--- src/rtl/cpu_step_if.sv ---
// cpu_step_if
// Bundles the mode/debug inputs and the advance outputs of the CPU step
// controller so the controller and its driver share one port list.
//   slave  : controller side (takes i_* in, drives o_* out)
//   master : driver side (drives i_*, observes o_*)
// Signals:
//   i_mode       2     00 full speed, 01 divided, 10 single-step, 11 breakpoint
//   i_div_sel    5     divided mode period select (2^div_sel cycles)
//   i_button     1     raw push button, 1 = pressed
//   i_bp_en      1     breakpoint enable
//   i_bp_addr    PC_W  breakpoint PC
//   i_pc         PC_W  current fetch PC of the CPU
//   i_cnt_clr    1     synchronous clear of the advance counter
//   o_cpu_ce     1     one-cycle advance enable
//   o_halted     1     stopped at a breakpoint
//   o_btn_pulse  1     one-cycle pulse per accepted press
//   o_adv_count  CNT_W number of advances issued
interface cpu_step_if #(
    parameter int PC_W  = 16,
    parameter int CNT_W = 32
);
    logic [1:0]       i_mode;
    logic [4:0]       i_div_sel;
    logic             i_button;
    logic             i_bp_en;
    logic [PC_W-1:0]  i_bp_addr;
    logic [PC_W-1:0]  i_pc;
    logic             i_cnt_clr;
    logic             o_cpu_ce;
    logic             o_halted;
    logic             o_btn_pulse;
    logic [CNT_W-1:0] o_adv_count;

    modport slave (
        input  i_mode, i_div_sel, i_button, i_bp_en, i_bp_addr, i_pc, i_cnt_clr,
        output o_cpu_ce, o_halted, o_btn_pulse, o_adv_count
    );

    modport master (
        output i_mode, i_div_sel, i_button, i_bp_en, i_bp_addr, i_pc, i_cnt_clr,
        input  o_cpu_ce, o_halted, o_btn_pulse, o_adv_count
    );
endinterface

--- src/rtl/cpu_step_controller.sv ---
// cpu_step_controller
// Single-clock execution controller. Generates a registered clock-enable
// pulse (o_cpu_ce) that all CPU state qualifies its updates with, in one of
// four modes: full speed, power-of-two divided, debounced single-step, and
// run-to-breakpoint with step-past. Also counts issued advances.
// Ports:
//   i_clk    system clock
//   i_rst_n  asynchronous reset, active-low
//   bus      cpu_step_if.slave (mode/debug inputs, advance outputs)
module cpu_step_controller #(
    parameter int DIV_W     = 24,
    parameter int DB_CYCLES = 50000,
    parameter int DB_W      = 16,
    parameter int PC_W      = 16,
    parameter int CNT_W     = 32
) (
    input  logic        i_clk,
    input  logic        i_rst_n,
    cpu_step_if.slave   bus
);

    localparam logic [0:0] ST_RUN  = 1'b0;
    localparam logic [0:0] ST_HALT = 1'b1;

    localparam logic [1:0] MODE_FULL  = 2'b00;
    localparam logic [1:0] MODE_DIV   = 2'b01;
    localparam logic [1:0] MODE_STEP  = 2'b10;
    localparam logic [1:0] MODE_BREAK = 2'b11;

    localparam logic [DB_W-1:0] DB_CNT_MAX = DB_W'(DB_CYCLES - 1);
    localparam logic [4:0]      DIV_SEL_MAX = 5'(DIV_W - 1);

    logic [1:0]       r_sync;
    logic             r_dbLevel;
    logic [DB_W-1:0]  r_dbCnt;
    logic             r_btnPulse;
    logic [DIV_W-1:0] r_div;
    logic [0:0]       r_state;
    logic             r_bpMask;
    logic             r_cpuCe;
    logic [CNT_W-1:0] r_advCount;

    logic             w_synced;
    logic             w_dbDiffer;
    logic             w_dbFlip;
    logic [4:0]       w_divSel;
    logic [DIV_W-1:0] w_divMask;
    logic             w_tick;
    logic             w_pcAtBp;
    logic             w_breakArmed;
    logic             w_hit;
    logic             w_adv;

    assign w_synced   = r_sync[1];
    assign w_dbDiffer = (w_synced != r_dbLevel);
    assign w_dbFlip   = w_dbDiffer && (r_dbCnt == DB_CNT_MAX);

    // Out-of-range selects clamp to the slowest period the divider can make.
    assign w_divSel  = (bus.i_div_sel > DIV_SEL_MAX) ? DIV_SEL_MAX : bus.i_div_sel;
    assign w_divMask = (DIV_W'(1) << w_divSel) - DIV_W'(1);
    assign w_tick    = ((r_div & w_divMask) == w_divMask);

    assign w_pcAtBp     = (bus.i_pc == bus.i_bp_addr);
    assign w_breakArmed = (bus.i_mode == MODE_BREAK) && bus.i_bp_en;
    // The mask suppresses a re-hit on the breakpoint we just stepped off.
    assign w_hit        = w_breakArmed && w_pcAtBp && !r_bpMask && (r_state == ST_RUN);

    always_comb begin
        w_adv = 1'b0;
        case (bus.i_mode)
            MODE_FULL:  w_adv = 1'b1;
            MODE_DIV:   w_adv = w_tick;
            MODE_STEP:  w_adv = r_btnPulse;
            MODE_BREAK: w_adv = (r_state == ST_RUN) ? !w_hit : (r_btnPulse && bus.i_bp_en);
            default:    w_adv = 1'b0;
        endcase
    end

    always_ff @(posedge i_clk or negedge i_rst_n) begin
        if (!i_rst_n) begin
            r_sync <= 2'b00;
        end else begin
            r_sync <= {r_sync[0], bus.i_button};
        end
    end

    // Only a rising debounced edge produces a press pulse; release is silent.
    always_ff @(posedge i_clk or negedge i_rst_n) begin
        if (!i_rst_n) begin
            r_dbLevel  <= 1'b0;
            r_dbCnt    <= '0;
            r_btnPulse <= 1'b0;
        end else begin
            r_btnPulse <= w_dbFlip && w_synced;
            if (!w_dbDiffer) begin
                r_dbCnt <= '0;
            end else if (w_dbFlip) begin
                r_dbCnt   <= '0;
                r_dbLevel <= w_synced;
            end else begin
                r_dbCnt <= r_dbCnt + 1'b1;
            end
        end
    end

    always_ff @(posedge i_clk or negedge i_rst_n) begin
        if (!i_rst_n) begin
            r_div <= '0;
        end else begin
            r_div <= r_div + 1'b1;
        end
    end

    // Leaving HALT by a press sets the mask so the stepped instruction does
    // not immediately re-trigger; leaving by mode/enable change issues nothing.
    always_ff @(posedge i_clk or negedge i_rst_n) begin
        if (!i_rst_n) begin
            r_state  <= ST_RUN;
            r_bpMask <= 1'b0;
        end else begin
            case (r_state)
                ST_RUN: begin
                    if (w_hit) begin
                        r_state <= ST_HALT;
                    end
                end
                ST_HALT: begin
                    if (!w_breakArmed || r_btnPulse) begin
                        r_state <= ST_RUN;
                    end
                end
                default: r_state <= ST_RUN;
            endcase

            if ((r_state == ST_HALT) && w_breakArmed && r_btnPulse) begin
                r_bpMask <= 1'b1;
            end else if (!w_pcAtBp) begin
                r_bpMask <= 1'b0;
            end
        end
    end

    always_ff @(posedge i_clk or negedge i_rst_n) begin
        if (!i_rst_n) begin
            r_cpuCe    <= 1'b0;
            r_advCount <= '0;
        end else begin
            r_cpuCe <= w_adv;
            if (bus.i_cnt_clr) begin
                r_advCount <= '0;
            end else if (r_cpuCe) begin
                r_advCount <= r_advCount + 1'b1;
            end
        end
    end

    assign bus.o_cpu_ce    = r_cpuCe;
    assign bus.o_halted    = (r_state == ST_HALT);
    assign bus.o_btn_pulse = r_btnPulse;
    assign bus.o_adv_count = r_advCount;

endmodule

--- src/flat_wrapper.sv ---
// flat-port wrapper written by rule: the top's interface ports become plain ports
module cpu_step_controller_flat 
#(
    parameter int DIV_W     = 24,
    parameter int DB_CYCLES = 50000,
    parameter int DB_W      = 16,
    parameter int PC_W      = 16,
    parameter int CNT_W     = 32
)
  (i_clk, i_rst_n, bus_i_mode, bus_i_div_sel, bus_i_button, bus_i_bp_en, bus_i_bp_addr, bus_i_pc, bus_i_cnt_clr, bus_o_cpu_ce, bus_o_halted, bus_o_btn_pulse, bus_o_adv_count);
  cpu_step_if #(.PC_W(PC_W), .CNT_W(CNT_W)) bus_i ();
  input  logic i_clk;
  input  logic i_rst_n;
  input wire logic [$bits(bus_i.i_mode)-1:0] bus_i_mode;
  input wire logic [$bits(bus_i.i_div_sel)-1:0] bus_i_div_sel;
  input wire logic [$bits(bus_i.i_button)-1:0] bus_i_button;
  input wire logic [$bits(bus_i.i_bp_en)-1:0] bus_i_bp_en;
  input wire logic [$bits(bus_i.i_bp_addr)-1:0] bus_i_bp_addr;
  input wire logic [$bits(bus_i.i_pc)-1:0] bus_i_pc;
  input wire logic [$bits(bus_i.i_cnt_clr)-1:0] bus_i_cnt_clr;
  output wire logic [$bits(bus_i.o_cpu_ce)-1:0] bus_o_cpu_ce;
  output wire logic [$bits(bus_i.o_halted)-1:0] bus_o_halted;
  output wire logic [$bits(bus_i.o_btn_pulse)-1:0] bus_o_btn_pulse;
  output wire logic [$bits(bus_i.o_adv_count)-1:0] bus_o_adv_count;
  assign bus_i.i_mode = bus_i_mode;
  assign bus_i.i_div_sel = bus_i_div_sel;
  assign bus_i.i_button = bus_i_button;
  assign bus_i.i_bp_en = bus_i_bp_en;
  assign bus_i.i_bp_addr = bus_i_bp_addr;
  assign bus_i.i_pc = bus_i_pc;
  assign bus_i.i_cnt_clr = bus_i_cnt_clr;
  assign bus_o_cpu_ce = bus_i.o_cpu_ce;
  assign bus_o_halted = bus_i.o_halted;
  assign bus_o_btn_pulse = bus_i.o_btn_pulse;
  assign bus_o_adv_count = bus_i.o_adv_count;
  cpu_step_controller #(.DIV_W(DIV_W), .DB_CYCLES(DB_CYCLES), .DB_W(DB_W), .PC_W(PC_W), .CNT_W(CNT_W)) u_core (.i_clk(i_clk), .i_rst_n(i_rst_n), .bus(bus_i));
endmodule
--- config.mk ---
export PLATFORM = sky130hd
export DESIGN_NAME = cpu_step_controller_flat
export DESIGN_NICKNAME = d
export VERILOG_FILES = /design/src/rtl/cpu_step_if.sv /design/src/rtl/cpu_step_controller.sv /design/src/flat_wrapper.sv
export SDC_FILE = /design/constraint.sdc
export NUM_CORES = 1
export LEC_CHECK = 0
export CORE_UTILIZATION = 40
export CTS_CLUSTER_DIAMETER = 200
export DETAILED_ROUTE_END_ITERATION = 10
export HOLD_SLACK_MARGIN = 0.06
export PLACE_DENSITY = 0.66
export SLEW_MARGIN = 5
export SYNTH_ARGS = -nofsm -noshare
export SYNTH_HDL_FRONTEND = slang
export SYNTH_SLANG_ARGS = --single-unit
--- constraint.sdc ---
create_clock -name i_clk -period 1.6 [get_ports i_clk]
set_input_delay 0.16 -clock i_clk [delete_from_list [all_inputs] [get_ports i_clk]]
set_output_delay 0.16 -clock i_clk [all_outputs]
set_load 0.01 [all_outputs]
==> results.toml <==
[sta]
hold_viol = 0
tightest_slew_ns = 0.436
slew_viol_final = 0
rsz0062_at_grt = "yes"
min_period_ns = 1.72
fin_skew_ns = 0.00953
finalCritPeriodShare_pct = 107
fmax_mhz = 582
fin_tns_setup_ns = -0.713
finalSetupViolations = 14
slew_headroom_pct = 70.7
setup_ws_ns = -0.118

[yosys]
synthTopCellsByCount = "dfrtp_1 (78), nor2_1 (68), xor2_1 (51), nand2_1 (41), xnor2_1 (32)"
yosysTopAreaCellShare_pct = 45.2
synth_area_um2 = 4320
synth_area_leader_cell = "dfrtp_1"
synth_area_leaders = "dfrtp_1 (45%), xor2_1 (10%), xnor2_1 (6.5%)"
avgSynthCellArea_um2 = 9.35
async_flop_share_pct = 100
synth_ff_type = "dfrtp_1"
syn_nets = 510
yosys_warnings = 0
synth-edff-count = 0
ys_seq_area_share_pct = 45.2
netlist_instances = 462
ys_ff_latch = 78
synth_most_common_cell = "dfrtp_1"
synth_cell_types = 55

[clocking]
clock-sinks = 78
cts_tree = "built"
clkSlewWorstSetupHoldPaths_ns = 0.08
clockBufferDepth = 2
htreeDepth = 3
clock_latency_ns = 0.34
root_buffer = "clkbuf_8"
cts_buffers = 9

[detailed_routing]
ant_nets = 0
vias_per_cell = 5.07
routed_wl_um = 10800
vias = 3924
wire_per_inst_um = 14.0
drtIter0Drc = 148
dr.pass1.iters = 4
drc = 0

[die]
initial_core_util_pct = 41.5
row_count = 37
io_pins = 79
dieArea_um2 = 11200
die_h_um = 106
core_area_um2 = 10400
dieWidth_um = 106

[pwr]
clock_power_share_pct = 36.6
internal_power_uw = 2950
p_sw_share_pct = 24.8
pwr-share-comb_pct = 12.2
irDropWorstVdd_mv = 0.350
p_seq_share_pct = 51.1
p_leak_uw = 0.00301
p_switching_uw = 970
power_density_nw_per_um2 = 605
total_power_uw = 3920

[setup_path]
critPathMaxStageDelay_ns = 0.51
path_buf_inv = 2
cp_max_fo = 6
crit_type = "input port to flop"
crit_chain = "buf_4, nor3_4, buf_4, nand2_2, ha_4, nor2_4, nand3_2, or4b_1, o2111ai_2, nor3_1, a31o_1"
crit_top_cell = "buf_4"
critical-path-top-delay-family = "simple AND/OR/NAND/NOR gates"
required_ns = 1.83
crit_path_end_kind = "flop"
crit_path_start_kind = "input port"
critPathArrivalTime_ns = 1.95
crit_start = "bus_i_div_sel[4]"
reg2reg_from = "u_core.bus.o_adv_count[18]"
crit_slowest_cell = "or4b_1"

[global_route]
grt_usage_pct = 19.9
grt_pass1_wl_um = 18000
grt_overflow = 0
antenna_found_initial = 0
grt_pass1_vias = 3898
grt_max_degree = 49

[place]
placed_cell_area_um2 = 5910
gp_congestion = 0.904
place_inst = 738
io_buffers = 78
dp_hpwl_um = 7770

[run]
drv_cap = 0

[finish]
n_fill_cell = 897
postLayoutCellArea_um2 = 6480
fin_nets = 682
layout-drive-gt1-share_pct = 28.4
antenna_cells = 0
syn2layout_area_growth_pct = 50.0
fin_cells = 774

[run_status]
violations = "negative setup slack"
outcome = "complete, but fails checks"

[hold_path]
hp-class = "input port to flop"
hp-start = "bus_i_button"
-- power by group through the flow --
stage                     Sequential, µW  Combinational (µW)  Clock [µW]
after global routing                2010                 530        1550
final                               2000                 479        1440
after CTS                           2000                 473        1480
after detailed placement            2040                 463           0
after global placement              2040                 456           0
after floorplan                     2050                 192           0
-- path summary, 6_finish.rpt --
path,to,slack [ns],cells past startpoint
min reg2reg,u_core.r_sync[1],0.36,0
max in group asynchronous,u_core.r_div[7],0.66,3
max reg2reg,u_core.bus.o_adv_count[28],-0.08,8
min in group asynchronous,u_core.bus.o_adv_count[19],0.31,2
max,u_core.bus.o_cpu_ce,-0.12,11
min,u_core.r_sync[0],0.26,1
-- state kept, by name (all words and copies together) (netlist names) --
register and count:
u_core.bus.o_adv_count 32, u_core.r_div 23, u_core.r_dbCnt 16, u_core.r_sync 2, u_core.bus.o_btn_pulse 1, u_core.bus.o_cpu_ce 1, u_core.bus.o_halted 1, u_core.r_bpMask 1
u_core.r_dbLevel 1
-- what timing repair did --
item / 4_1_cts / 5_1_grt
buffers inserted: 10 / 9
pin swaps: 21 / 26
setup endpoints to repair: 25 / 48
gates resized for setup: 36 / 42
hold buffers: 1 / 0
endpoints found under the hold margin: 30 / 0
gates cloned: 0 / 1
-- placed cells by master (no fill, tap or decap), types with 7 or more instances in the layout --
master            n
buf_4            97
dfrtp_1          73
clkdlybuf4s50_1  62
nor2_1           61
xor2_1           51
nand2_1          38
xnor2_1          29
nand3_1          19
and3_1           11
o21ai_0          11
nand4_1          10
inv_1            10
nor3_1           10
nor4_1            9
clkbuf_8          9
a21oi_1           8
nand3_2           7
dlymetal6s2s_1    7
-- metal layers --
metal | up-vias | GRT usage [%] | wire (µm)
met5 | - | 0 | 0
met4 | 0 | 6.55 | 182
met3 | 16 | 3.80 | 443
met2 | 86 | 33.5 | 5280
met1 | 1878 | 25.9 | 4910
li1 | 1944 | - | -
-- logic make-up (layout without fill, tap and decap cells) --
logic type      after synthesis  count (layout)  synth area share, %
compound gates               43              43                 6.61
xor+xnor                     83              83                 16.8
fa+ha+maj                     4               4                 1.16
buf+inv                      30             205                 2.98
flops                        78              78                 45.2
mux                           3               3                0.724
simple gates                221             222                 26.5
-- metrics by stage --
| stage | hold slack [ns] | worst slack, ns | utilization [%] |
|---|---|---|---|
| final | 0.261 | -0.118 | 62.2 |
| after global routing | 0.265 | -0.185 | 62.2 |
| after CTS | 0.248 | -0.142 | 60.0 |
| after detailed placement | 0.121 | -0.853 | 56.8 |
| after global placement | 0.119 | -0.786 | 56.8 |
| after floorplan | -0.136 | -0.332 | - |
-- worst reg2reg max path, cell delays in order, from the launching register on --
cell and delay (ns):
dfrtp_1 0.37, and4_4 0.26, nand3_4 0.11, buf_6 0.14, nor4_4 0.24, buf_4 0.18
nand2_2 0.05, xor2_1 0.14, nor2_1 0.06
-- cell type report --
class	instances	area (µm²)	area share (%)
clock buffer	9	124	1.91
sequential	78	1960	30.2
clock inverter	6	62.6	0.966
timing repair buffer	179	1580	24.3
multi-input combinational	355	2550	39.3
tap	136	170	2.63
inverter	11	41.3	0.637
No activity file was read; power rests on OpenSTA's default activity.
